<file path="config.mk">
export PLATFORM = sky130hd
export DESIGN_NAME = kdf_arbiter
export DESIGN_NICKNAME = d
export VERILOG_FILES = /design/src/rtl/kdf_arbiter.sv
export SDC_FILE = /design/constraint.sdc
export NUM_CORES = 1
export LEC_CHECK = 0
export CORE_AREA = 10 10 446 448
export CTS_CLUSTER_DIAMETER = 30
export DETAILED_ROUTE_END_ITERATION = 10
export DIE_AREA = 0 0 456 458
export PLACE_DENSITY = 0.34
export RECOVER_POWER = 100
export SYNTH_ARGS = -nofsm -noshare
export SYNTH_HDL_FRONTEND = slang
export SYNTH_SLANG_ARGS = --single-unit
</file>
<file path="constraint.sdc">
create_clock -name clk -period 26.1 [get_ports clk]
set_clock_uncertainty 0.2 [all_clocks]
set_input_delay 2.61 -clock clk [delete_from_list [all_inputs] [get_ports clk]]
set_output_delay 2.61 -clock clk [all_outputs]
set_load 0.1 [all_outputs]
</file>
<file path="src/rtl/kdf_arbiter.sv">
// Round-robin owner of a single spongent KDF core: grants one requester, runs the core, returns key + ack.
// Latency: ack T+2 cycles after grant (T = RUN cycles to kdf_end), 1 cycle for count==0, watchdog-bounded.
// Backpressure: requests are held by clients; new grants only happen in IDLE, one job in flight at a time.
module kdf_arbiter #(
  parameter int NUM_REQ     = 4,
  parameter int N           = 128,
  parameter int SALT_WIDTH  = 64,
  parameter int COUNT_WIDTH = 32,
  parameter int PSW_WIDTH   = 80,
  parameter int TO_WIDTH    = 24
) (
  input  logic                           clk,
  input  logic                           rst,
  input  logic [NUM_REQ-1:0]             req,
  input  logic [NUM_REQ*SALT_WIDTH-1:0]  salt_in,
  input  logic [NUM_REQ*COUNT_WIDTH-1:0] count_in,
  input  logic [NUM_REQ*PSW_WIDTH-1:0]   psw_in,
  output logic [NUM_REQ-1:0]             ack,
  output logic [N-1:0]                   key_out,
  output logic                           err,
  output logic                           busy,
  output logic [$clog2(NUM_REQ)-1:0]     grant_id,
  output logic                           kdf_rst,
  output logic [SALT_WIDTH-1:0]          kdf_salt,
  output logic [COUNT_WIDTH-1:0]         kdf_count,
  output logic [PSW_WIDTH-1:0]           kdf_psw,
  input  logic                           kdf_end,
  input  logic [N-1:0]                   kdf_key
);

  localparam int GW = $clog2(NUM_REQ);
  // Watchdog value during the last permitted RUN cycle; the increment on that edge reaches all-ones.
  localparam logic [TO_WIDTH-1:0] WD_LAST = {{(TO_WIDTH-1){1'b1}}, 1'b0};

  typedef enum logic [1:0] {IDLE, START, RUN, DONE} state_t;

  state_t                  state, state_nxt;
  logic [TO_WIDTH-1:0]     wd;
  logic [GW-1:0]           idx;
  logic [GW-1:0]           win;
  logic                    found;
  logic [NUM_REQ-1:0]      win_oh;
  logic [NUM_REQ-1:0]      gnt_oh;
  logic [SALT_WIDTH-1:0]   sel_salt;
  logic [COUNT_WIDTH-1:0]  sel_count;
  logic [PSW_WIDTH-1:0]    sel_psw;
  logic                    wd_exp;

  assign wd_exp = (wd == WD_LAST);

  // Round-robin search: first set req bit strictly after grant_id, wrapping modulo NUM_REQ.
  always_comb begin
    found = 1'b0;
    win   = grant_id;
    idx   = grant_id;
    for (int i = 0; i < NUM_REQ; i++) begin
      idx = (idx == GW'(NUM_REQ - 1)) ? '0 : idx + 1'b1;
      if (!found && req[idx]) begin
        found = 1'b1;
        win   = idx;
      end
    end
  end

  // Operand mux for the winning client plus one-hot decodes of winner and current grant.
  always_comb begin
    sel_salt  = '0;
    sel_count = '0;
    sel_psw   = '0;
    win_oh    = '0;
    gnt_oh    = '0;
    for (int i = 0; i < NUM_REQ; i++) begin
      if (win == GW'(i)) begin
        sel_salt  = salt_in[i*SALT_WIDTH +: SALT_WIDTH];
        sel_count = count_in[i*COUNT_WIDTH +: COUNT_WIDTH];
        sel_psw   = psw_in[i*PSW_WIDTH +: PSW_WIDTH];
      end
    end
    win_oh[win]      = 1'b1;
    gnt_oh[grant_id] = 1'b1;
  end

  // State register.
  always_ff @(posedge clk or posedge rst) begin
    if (rst) state <= IDLE;
    else     state <= state_nxt;
  end

  // Next-state logic; a zero count skips the core entirely, kdf_end beats a coincident timeout.
  always_comb begin
    state_nxt = state;
    case (state)
      IDLE:    if (found) state_nxt = (sel_count == '0) ? DONE : START;
      START:   state_nxt = RUN;
      RUN:     if (kdf_end || wd_exp) state_nxt = DONE;
      DONE:    state_nxt = IDLE;
      default: state_nxt = IDLE;
    endcase
  end

  // Registered outputs and datapath: operands latch only at grant, key/err update only on job completion.
  always_ff @(posedge clk or posedge rst) begin
    if (rst) begin
      kdf_rst   <= 1'b1;
      busy      <= 1'b0;
      ack       <= '0;
      err       <= 1'b0;
      key_out   <= '0;
      grant_id  <= GW'(NUM_REQ - 1);
      kdf_salt  <= '0;
      kdf_count <= '0;
      kdf_psw   <= '0;
      wd        <= '0;
    end else begin
      kdf_rst <= (state_nxt != RUN);
      busy    <= (state_nxt != IDLE);
      ack     <= '0;
      case (state)
        IDLE: begin
          if (found) begin
            grant_id  <= win;
            kdf_salt  <= sel_salt;
            kdf_count <= sel_count;
            kdf_psw   <= sel_psw;
            if (sel_count == '0) begin
              key_out <= '0;
              err     <= 1'b1;
              ack     <= win_oh;
            end
          end
        end
        START: wd <= '0;
        RUN: begin
          wd <= wd + 1'b1;
          if (kdf_end) begin
            key_out <= kdf_key;
            err     <= 1'b0;
            ack     <= gnt_oh;
          end else if (wd_exp) begin
            key_out <= '0;
            err     <= 1'b1;
            ack     <= gnt_oh;
          end
        end
        default: ;
      endcase
    end
  end

endmodule
</file>
==> flow_summary_export.csv, run 1 <==
group,metric,value,unit
sta,final_hold_viol_count,0,
worst_setup_path,start_kind,"input port",
floorplan,num_io_pins,1152,
worst_setup_path,max_stage_delay,2.22,ns
logic_synthesis,async_flop_share,100,%
sta,fin_tns_setup,0,ns
pwr,p_int,2840,uW
clock_tree,cts_sinks,339,
logic_synthesis,synth_seq_cells,339,
pwr,p_sw_share,57.4,%
global_routing,grt_pass1_wl,209,mm
worst_setup_path,worstPathMaxFanout,53,
place,routabilityCongestion,0.850,
worst_setup_path,worst_setup_path_end_kind,"flip-flop",
logic_synthesis,ys_types,52,
logic_synthesis,synth_top_area_cell,"dfrtp_1",
clock_tree,h-tree-depth,4,
worst_setup_path,cp_common_cell,"clkbuf_1",
clock_tree,post_cts_buffers,0,
pwr,p_seq_share,13.3,%
global_routing,grt_antenna_before_repair,66,
logic_synthesis,synth.area.top_cells,"dfrtp_1, nand2_1, nand3_1",
sta,fmax,64.6,MHz
global_routing,grt_overflow,0,
run_status,status,"complete, but fails checks",
global_routing,grt_pass1_vias,25500,
pwr,net-switching-power,3830,uW
logic_synthesis,syn-cell-area,20600,um^2
floorplan,die_area,209000,um^2
clock_tree,cts-buffers-inserted,154,
worst_setup_path,path_cells,"dlygate4sd3_1 -> or4b_1 -> a41oi_1 -> or4_1 -> and2_0 -> clkbuf_1 -> mux4_2 -> o221ai_1 -> nor4_4 -> clkbuf_1 -> clkbuf_1 -> clkbuf_1 -> o32ai_1",
final_layout,drive_gt1_share,7.08,%
floorplan,chipHeight,458,um
routing,wl_per_cell,23.5,um
logic_synthesis,synth_top_area_share,40.9,%
routing,drt_iter0_markers,1333,
worst_setup_path,rr_worst_depth,14,
sta,setup_viol,0,
worst_setup_path,required,26.40,ns
sta,tightestPinTransition,8.04,ns
routing,first_pass_iters,5,
routing,route.detailed.drc,0,
sta,finalCritPeriodShare,59.3,%
clock_tree,cts_resized,0,
place,hpwl,121,mm
clock_tree,cts_root_buffer,"clkbuf_16",
worst_setup_path,slowest_stage,"clkbuf_1",
place,port_buffers,1151,
logic_synthesis,yosys_warnings,0,
run_status,violations,"capacitance limit, slew limit",
clock_tree,cts_tree,"done",
logic_synthesis,synth_edf_count,0,
routing,finalWirelength,154,mm
pwr,p_comb_share,61.1,%
routing,avgViaCountPerCell,3.69,
final_layout,seq_area,8490,um^2
logic_synthesis,syn_nets,3623,
routing,ant_nets,0,
floorplan,die_x,456,um
global_routing,grt_max_degree,164,
sta,hold_ws,0.267,ns
flow_run,maxCapViolCount,33,
logic_synthesis,avgSynthCellArea,7.41,um^2
logic_synthesis,synth_common_cells,"nand2_1, nand3_1, dfrtp_1",
clock_tree,clk_latency,0.78,ns
logic_synthesis,yosysSeqAreaShare,41.2,%
global_routing,grtUsageTotal,14.1,%
pwr,leakagePower,0.0169,uW
sta,finalCriticalPeriod,15.49,ns
pwr,clockPowerShare,25.7,%
final_layout,area_growth,88.8,%
floorplan,placeableCoreArea,190000,um^2
sta,final_max_slew_viol_count,1076,
clock_tree,ctsLongestPathBuffers,3,
clock_tree,hold_buffers,0,
floorplan,num_rows,160,
pwr,power.density,171,nW/um^2
logic_synthesis,yosysMostFrequentCell,"nand2_1",
final_layout,nets,4744,
routing,vias,24200,
worst_setup_path,arrival,15.79,ns
final_layout,multi_input_area,9910,um^2
logic_synthesis,synth_cells,2776,
worst_hold_path,whs_path_depth,2,
final_layout,fill_cells,21300,
clock_tree,cts.clk_slew.worst_paths,0.04,ns
sta,timing.slew.headroom,-436,%
floorplan,initial_utilization,10.9,%
worst_hold_path,worstHoldPathType,"flip-flop to flip-flop",
logic_synthesis,synth_ff_type,"dfrtp_1",
worst_setup_path,worst-setup-path-type,"input port to flip-flop",
pwr,ir_worst_vdd,0.000104,V
sta,rsz0062_at_grt,"false",
## layer usage
| layer | wire [um] | global-route usage [%] |
|---|---|---|
| met4 | 4920 | 5.83 |
| met1 | 54300 | 14.1 |
| met2 | 80900 | 25.5 |
| met5 | 313 | 0 |
| met3 | 13800 | 6.19 |
## final timing paths
check	from	end	slack [ns]
max	req[1]	key_out[28]	10.61
min	kdf_psw[65]	kdf_psw[65]	0.27
max reg2reg	grant_id[0]	key_out[28]	11.91
min reg2reg	kdf_psw[65]	kdf_psw[65]	0.27
max in group asynchronous	rst	key_out[8]	13.05
min in group asynchronous	rst	kdf_salt[15]	3.44
## final cells by class
type	instances	area share (%)
clock inverter	28	1.24
tap	2511	8.09
inverter	139	1.35
clock buffer	242	11.8
multi-input combinational	2075	25.5
antenna	35	0.225
timing repair buffer	1188	30.0
sequential	339	21.8
## state kept, by name, summed over array words and instances, names as in the netlist, 2 cells and up
| name | count |
|---|---|
| key_out | 128 |
| kdf_psw | 80 |
| state | 2 |
| grant_id | 2 |
| ack | 4 |
| kdf_salt | 64 |
| kdf_count | 32 |
| wd | 24 |
## stage by stage
stage,total power [uW],cell area (um^2),cells,setup WS [ns],util (%)
detailed placement,5200,34600,6252,16.88,18.2
global placement,5190,34600,6252,16.95,18.2
floorplan,3750,20600,2776,13.90,-
global route,7100,38800,6546,9.77,20.5
CTS,6960,39700,6522,17.74,20.9
finish,6660,38900,6557,10.61,20.5
## power by group through the flow
stage	combinational, uW	sequential (uW)	clock (uW)
floorplan	1360	2390	0
global placement	4290	897	0
detailed placement	4300	899	0
CTS	4300	899	1760
global route	4380	918	1800
finish	4070	884	1710
## layout by cell type (no fill, tap or decap), types with 4 or more instances in the layout
master           netlist  routed
diode_2                0      35
nor2b_1                5       5
o32ai_1               18     112
nand2b_1               7       7
nand4_1               12      12
inv_1                139     138
nor2_1                28      28
clkbuf_8               0      40
o21ai_0              188     188
o31ai_1                5       5
nor4_1                25      21
nand3_1              362     362
clkinv_2               0      13
clkbuf_16              0     154
nand2_1             1216    1214
dlygate4sd3_1          0     293
dfrtp_1              336     336
mux2i_1                9       9
clkinv_16              0      12
ha_1                   8       8
clkbuf_1             181      85
or3_1                  5       5
mux2_2                 6       6
a21oi_1                8       8
nor4_2                 1       4
clkdlybuf4s50_1        0     836
buf_4                  6      19
nor3_1                12      12
o32ai_2              110      16
xor2_1                14      14
## kinds of logic (layout without fill, tap and decap cells)
group	count (synthesis)	count (layout)	share of synthesized area (%)
and+or+nand+nor	1691	1691	34.2
buffers and inverters	362	1597	7.51
AOI/OAI and AO/OA	344	344	15.0
DFF	339	339	41.2
xor gates and xnor gates	16	16	0.681
muxes	16	16	0.875
adders and majority gates	8	8	0.486
other	0	35	0
## worst max-delay path: cells and delay by family
family          cells  cell delay [ns]
simple gates        4             3.22
buf+inv             5             8.32
mux                 1             0.55
compound gates      3             0.84
(Power assumes the default switching activity.)
==> inputs of run 2 (changes only) <==
==> constraint.sdc (replaced) <==
create_clock -name clk -period 14.5 [get_ports clk]
set_clock_uncertainty 0.2 [all_clocks]
set_input_delay 1.45 -clock clk [delete_from_list [all_inputs] [get_ports clk]]
set_output_delay 1.45 -clock clk [all_outputs]
set_load 0.1 [all_outputs]
==> run 2 against run 1 <==
  * The flow still finishes with violations (capacitance limit, slew limit)
  * Global-route usage down 0.086 points
  * Final cell count about the same
  * Via count up 0.19%
  * Die area unchanged
  * Largest power group unchanged
==> flow_summary_export.csv, run 2 (same netlist as run 1, synthesis figures left out) <==
group,metric,value,unit
clock_tree,cts-buffers-inserted,151,
worst_setup_path,start_kind,"input port",
global_routing,grt_max_degree,149,
routing,wl_per_cell,23.4,um
sta,final_hold_viol_count,0,
clock_tree,ctsLongestPathBuffers,3,
global_routing,grt_pass1_wl,208,mm
final_layout,drive_gt1_share,7.34,%
worst_setup_path,worst_r2r_endpoint,"kdf_psw[37]",
worst_setup_path,max_stage_delay,2.40,ns
floorplan,die_area,209000,um^2
final_layout,fill_cells,21400,
floorplan,num_io_pins,1152,
final_layout,reg_top3,"key_out x128, kdf_psw x80, kdf_salt x64",
run_status,status,"complete, but fails checks",
routing,vias,24300,
floorplan,initial_utilization,10.9,%
clock_tree,cts.clk_slew.worst_paths,0.04,ns
worst_setup_path,worst-setup-path-type,"input port to flip-flop",
sta,setup_ws,4.50,ns
worst_setup_path,r2r-start,"grant_id[0]",
routing,drt_iter0_markers,1324,
clock_tree,clk_latency,0.77,ns
worst_setup_path,critPathTopFamily,"buffers and inverters",
final_layout,final_core_util,20.5,%
place,hpwl,120,mm
clock_tree,cts_sinks,339,
global_routing,grt_antenna_before_repair,63,
worst_setup_path,slowest_stage,"clkbuf_1",
clock_tree,h-tree-depth,4,
floorplan,chipHeight,458,um
pwr,net-switching-power,6880,uW
pwr,leakagePower,0.0170,uW
worst_setup_path,required,14.98,ns
final_layout,largest_reg_flops,128,
routing,avgViaCountPerCell,3.70,
worst_setup_path,path_cells,"dlygate4sd3_1 -> nand2b_1 -> o311ai_0 -> o22ai_1 -> clkbuf_1 -> buf_12 -> clkbuf_1 -> buf_4 -> nand2_1 -> nand3_1 -> nand2_1 -> o21ai_0",
worst_setup_path,path_buf_inv,5,
pwr,p_int,5160,uW
final_layout,multi_input_area,9810,um^2
place,place_ws,6.59,ns
worst_setup_path,cp.depth,12,
worst_setup_path,worst_setup_path_end_kind,"flip-flop",
place,port_buffers,1151,
final_layout,final_area,38900,um^2
sta,finalCriticalPeriod,10.00,ns
worst_setup_path,crit_end,"kdf_psw[37]",
pwr,p_comb_share,60.8,%
floorplan,num_rows,160,
clock_tree,post_cts_buffers,0,
clock_tree,hold_buffers,0,
routing,ant_nets,0,
worst_setup_path,r2r_slack,4.73,ns
final_layout,layout_common_cells,"nand2_1, clkdlybuf4s50_1, nand3_1",
worst_hold_path,worstHoldPathType,"flip-flop to flip-flop",
sta,timing.slew.headroom,-172,%
worst_setup_path,worstPathMaxFanout,137,
pwr,power.density,310,nW/um^2
sta,tightestPinTransition,4.07,ns
final_layout,area_growth,88.8,%
pwr,p_sw_share,57.1,%
global_routing,grt_pass1_vias,25500,
final_layout,final_common_cell,"nand2_1",
worst_setup_path,rr_worst_depth,13,
worst_setup_path,arrival,10.49,ns
sta,setup_viol,0,
flow_run,maxCapViolCount,26,
final_layout,seq_area,8490,um^2
floorplan,placeableCoreArea,190000,um^2
worst_setup_path,crit_path_start,"req[1]",
sta,final_max_slew_viol_count,556,
global_routing,grtUsageTotal,14.0,%
final_layout,nets,4740,
sta,fmax,100,MHz
routing,finalWirelength,153,mm
global_routing,grt_overflow,0,
pwr,clockPowerShare,26.1,%
final_layout,top_register,"key_out",
sta,finalCritPeriodShare,69.0,%
clock_tree,cts_root_buffer,"clkbuf_16",
run_status,violations,"capacitance limit, slew limit",
routing,route.detailed.drc,0,
pwr,ir_worst_vdd,0.000164,V
place,routabilityCongestion,0.854,
clock_tree,cts_tree,"done",
routing,first_pass_iters,6,
sta,fin_tns_setup,0,ns
floorplan,die_x,456,um
pwr,p_seq_share,13.1,%
place,placed_cell_area,34600,um^2
sta,rsz0062_at_grt,"false",
clock_tree,cts_resized,0,
-- run 2: cell count changes in the layout (fill, tap and decap cells not counted), sizes merged --
cell,previous run,this run
clkbuf,279,271
inv,140,146
bufinv,0,4
diode,35,30
buf,22,28
-- run 2: layer usage --
| metal | wire [um] | share of wire (%) | track usage (%) |
|---|---|---|---|
| met5 | 264 | 0.17 | 0 |
| met4 | 5460 | 3.6 | 5.92 |
| met3 | 13500 | 8.8 | 5.99 |
| met2 | 79000 | 52 | 25.1 |
| met1 | 55000 | 36 | 14.2 |
-- run 2: tightest hold or removal path, stage by stage, from the launching register on --
cell and delay, ns:
dfrtp_1 0.33, nand2_1 0.04, o21ai_0 0.06
-- run 2: metrics by stage --
| step | total power, uW | hold WS, ns | cells |
|---|---|---|---|
| 6_report | 12000 | 0.266 | 6560 |
| 4_1_cts | 12600 | 0.277 | 6530 |
| 5_1_grt | 12800 | 0.286 | 6551 |
| 3_5_place_dp | 9360 | 0.267 | 6251 |
| 2_1_floorplan | 6760 | 0.276 | 2776 |
| 3_3_place_gp | 9340 | 0.261 | 6251 |
-- run 2: how the worst min path moves through the flow --
stage / startpoint / end / slack (ns) / cells after the start
2_1_floorplan: state[0] / busy / 0.28 / 2
3_3_place_gp: kdf_psw[59] / kdf_psw[59] / 0.26 / 2
3_5_place_dp: kdf_count[7] / kdf_count[7] / 0.27 / 2
4_1_cts: kdf_psw[51] / kdf_psw[51] / 0.28 / 2
5_1_grt: kdf_psw[17] / kdf_psw[17] / 0.29 / 2
6_report: kdf_psw[7] / kdf_psw[7] / 0.27 / 2
-- run 2: layout make-up --
type | instances | area share, %
timing repair buffer | 1187 | 30.1
multi-input combinational | 2075 | 25.3
sequential | 339 | 21.8
clock buffer | 241 | 11.9
tap | 2511 | 8.08
inverter | 139 | 1.35
clock inverter | 38 | 1.32
antenna | 30 | 0.193
-- run 2: power groups by stage --
stage,sequential (uW),clock (uW),combinational (uW)
2_1_floorplan,4310,0,2450
6_report,1580,3140,7320
4_1_cts,1610,3230,7760
5_1_grt,1640,3290,7860
3_5_place_dp,1610,0,7750
3_3_place_gp,1610,0,7740
==> inputs of run 3 (changes only) <==
==> constraint.sdc (replaced) <==
create_clock -name clk -period 9.8 [get_ports clk]
set_clock_uncertainty 0.2 [all_clocks]
set_input_delay 0.98 -clock clk [delete_from_list [all_inputs] [get_ports clk]]
set_output_delay 0.98 -clock clk [all_outputs]
set_load 0.1 [all_outputs]
==> run 3 against run 2 <==
  * The flow still finishes with violations (capacitance limit, slew limit)
  * Worst setup slack lost 2.0 ns
  * Die area did not move
  * Highest routed layer unchanged
  * Sequential cell count is the same
  * First-iteration DRC count rose by 7.1%
  * Sequential share of layout area up 0.062 points
  * Critical path type unchanged
  * Non-clock buffer count decreased by 5
==> flow_summary_export.csv, run 3 (same netlist as run 1, synthesis figures left out) <==
group,metric,value,unit
sta,finalCritPeriodShare,74.4,%
floorplan,initial_utilization,10.9,%
worst_setup_path,crit_path_start,"req[1]",
worst_hold_path,worstHoldPathType,"flip-flop to flip-flop",
worst_setup_path,r2r-start,"grant_id[0]",
worst_setup_path,rr_worst_depth,12,
sta,timing.slew.headroom,-134,%
global_routing,grt_antenna_before_repair,37,
place,hpwl,117,mm
final_layout,reg_top3,"key_out x128, kdf_psw x80, kdf_salt x64",
clock_tree,hold_buffers,0,
floorplan,die_x,456,um
final_layout,final_area,38800,um^2
place,port_buffers,1151,
final_layout,final_common_cell,"nand2_1",
routing,vias,24000,
final_layout,nets,4732,
floorplan,placeableCoreArea,190000,um^2
global_routing,grt_overflow,0,
routing,route.detailed.drc,0,
routing,first_pass_iters,5,
clock_tree,cts_root_buffer,"clkbuf_16",
final_layout,area_growth,88.3,%
worst_setup_path,r2r_slack,2.53,ns
pwr,leakagePower,0.0170,uW
worst_setup_path,worstPathMaxFanout,70,
global_routing,grt_pass1_wl,205,mm
clock_tree,ctsLongestPathBuffers,3,
global_routing,grt_pass1_vias,25200,
worst_setup_path,worst_r2r_endpoint,"key_out[6]",
clock_tree,cts_resized,0,
sta,final_hold_viol_count,0,
sta,final_max_slew_viol_count,341,
place,placed_cell_area,34600,um^2
sta,tightestPinTransition,3.51,ns
final_layout,top_register,"key_out",
global_routing,grt_max_degree,180,
routing,avgViaCountPerCell,3.68,
pwr,power,17700,uW
floorplan,die_area,209000,um^2
clock_tree,cts_tree,"done",
floorplan,num_io_pins,1152,
sta,finalCriticalPeriod,7.29,ns
worst_setup_path,crit_end,"kdf_psw[59]",
worst_setup_path,start_kind,"input port",
flow_run,maxCapViolCount,18,
clock_tree,cts_sinks,339,
floorplan,num_rows,160,
pwr,ir_worst_vdd,0.000276,V
final_layout,drive_gt1_share,7.04,%
clock_tree,cts.clk_slew.worst_paths,0.04,ns
worst_setup_path,required,10.16,ns
pwr,power.density,456,nW/um^2
routing,wl_per_cell,23.1,um
routing,drt_iter0_markers,1418,
final_layout,largest_reg_flops,128,
sta,fmax,137,MHz
worst_setup_path,arrival,7.66,ns
final_layout,fill_cells,21300,
global_routing,grtUsageTotal,13.7,%
clock_tree,h-tree-depth,4,
run_status,violations,"capacitance limit, slew limit",
sta,fin_tns_setup,0,ns
worst_setup_path,worst_setup_path_end_kind,"flip-flop",
routing,finalWirelength,151,mm
sta,setup_viol,0,
sta,rsz0062_at_grt,"false",
run_status,status,"complete, but fails checks",
place,routabilityCongestion,0.840,
clock_tree,clk_latency,0.76,ns
worst_setup_path,worst-setup-path-type,"input port to flip-flop",
routing,ant_nets,0,
clock_tree,post_cts_buffers,0,
clock_tree,cts-buffers-inserted,148,
final_layout,layout_common_cells,"nand2_1, clkdlybuf4s50_1, nand3_1",
floorplan,chipHeight,458,um
[run 3: power breakdown]
group / switching [uW] / leakage (uW) / internal (uW)
sequential: 323 / 0.00428 / 2030
combinational: 8490 / 0.0102 / 2310
clock: 1340 / 0.00244 / 3160
[run 3: worst max-delay path, stage by stage]
cell	delay, ns
dlygate4sd3_1	0.65
nor4_1	0.84
nand2b_1	1.57
clkbuf_1	1.96
clkbuf_2	1.25
o21ai_0	0.25
[run 3: through the flow]
stage | instances | setup slack [ns] | util (%) | hold WS (ns)
2_1_floorplan | 2776 | 4.09 | - | 0.276
3_3_place_gp | 6246 | 3.35 | 18.3 | 0.261
3_5_place_dp | 6246 | 3.35 | 18.3 | 0.265
4_1_cts | 6516 | 3.75 | 20.9 | 0.274
5_1_grt | 6520 | 1.80 | 20.4 | 0.284
6_report | 6527 | 2.51 | 20.4 | 0.266
[run 3: how the worst min path moves through the flow]
stage,start,end,slack (ns),cells after the start
4_1_cts,kdf_count[7],kdf_count[7],0.27,2
3_3_place_gp,kdf_salt[10],kdf_salt[10],0.26,2
3_5_place_dp,kdf_count[7],kdf_count[7],0.27,2
5_1_grt,kdf_count[19],kdf_count[19],0.28,2
6_report,kdf_count[14],kdf_count[14],0.27,2
2_1_floorplan,state[0],busy,0.28,2
[run 3: final cells by class]
class / count / area (um^2) / share of cell area (%)
diodes: 11 / 27.5 / 0.0710
clock buffers: 244 / 4580 / 11.8
clock inverters: 26 / 440 / 1.14
inverters: 139 / 523 / 1.35
multi-input cells: 2075 / 9830 / 25.4
flip-flops and latches: 339 / 8490 / 21.9
well taps: 2511 / 3140 / 8.11
repair buffers: 1182 / 11700 / 30.3
[run 3: layer usage]
metal	GRT usage [%]	part of all wire, %	vias up
li1	-	-	11500
met1	14.0	36	11400
met4	3.68	2.4	42
met2	25.8	53	914
met5	0	0.19	-
met3	5.39	8.3	229
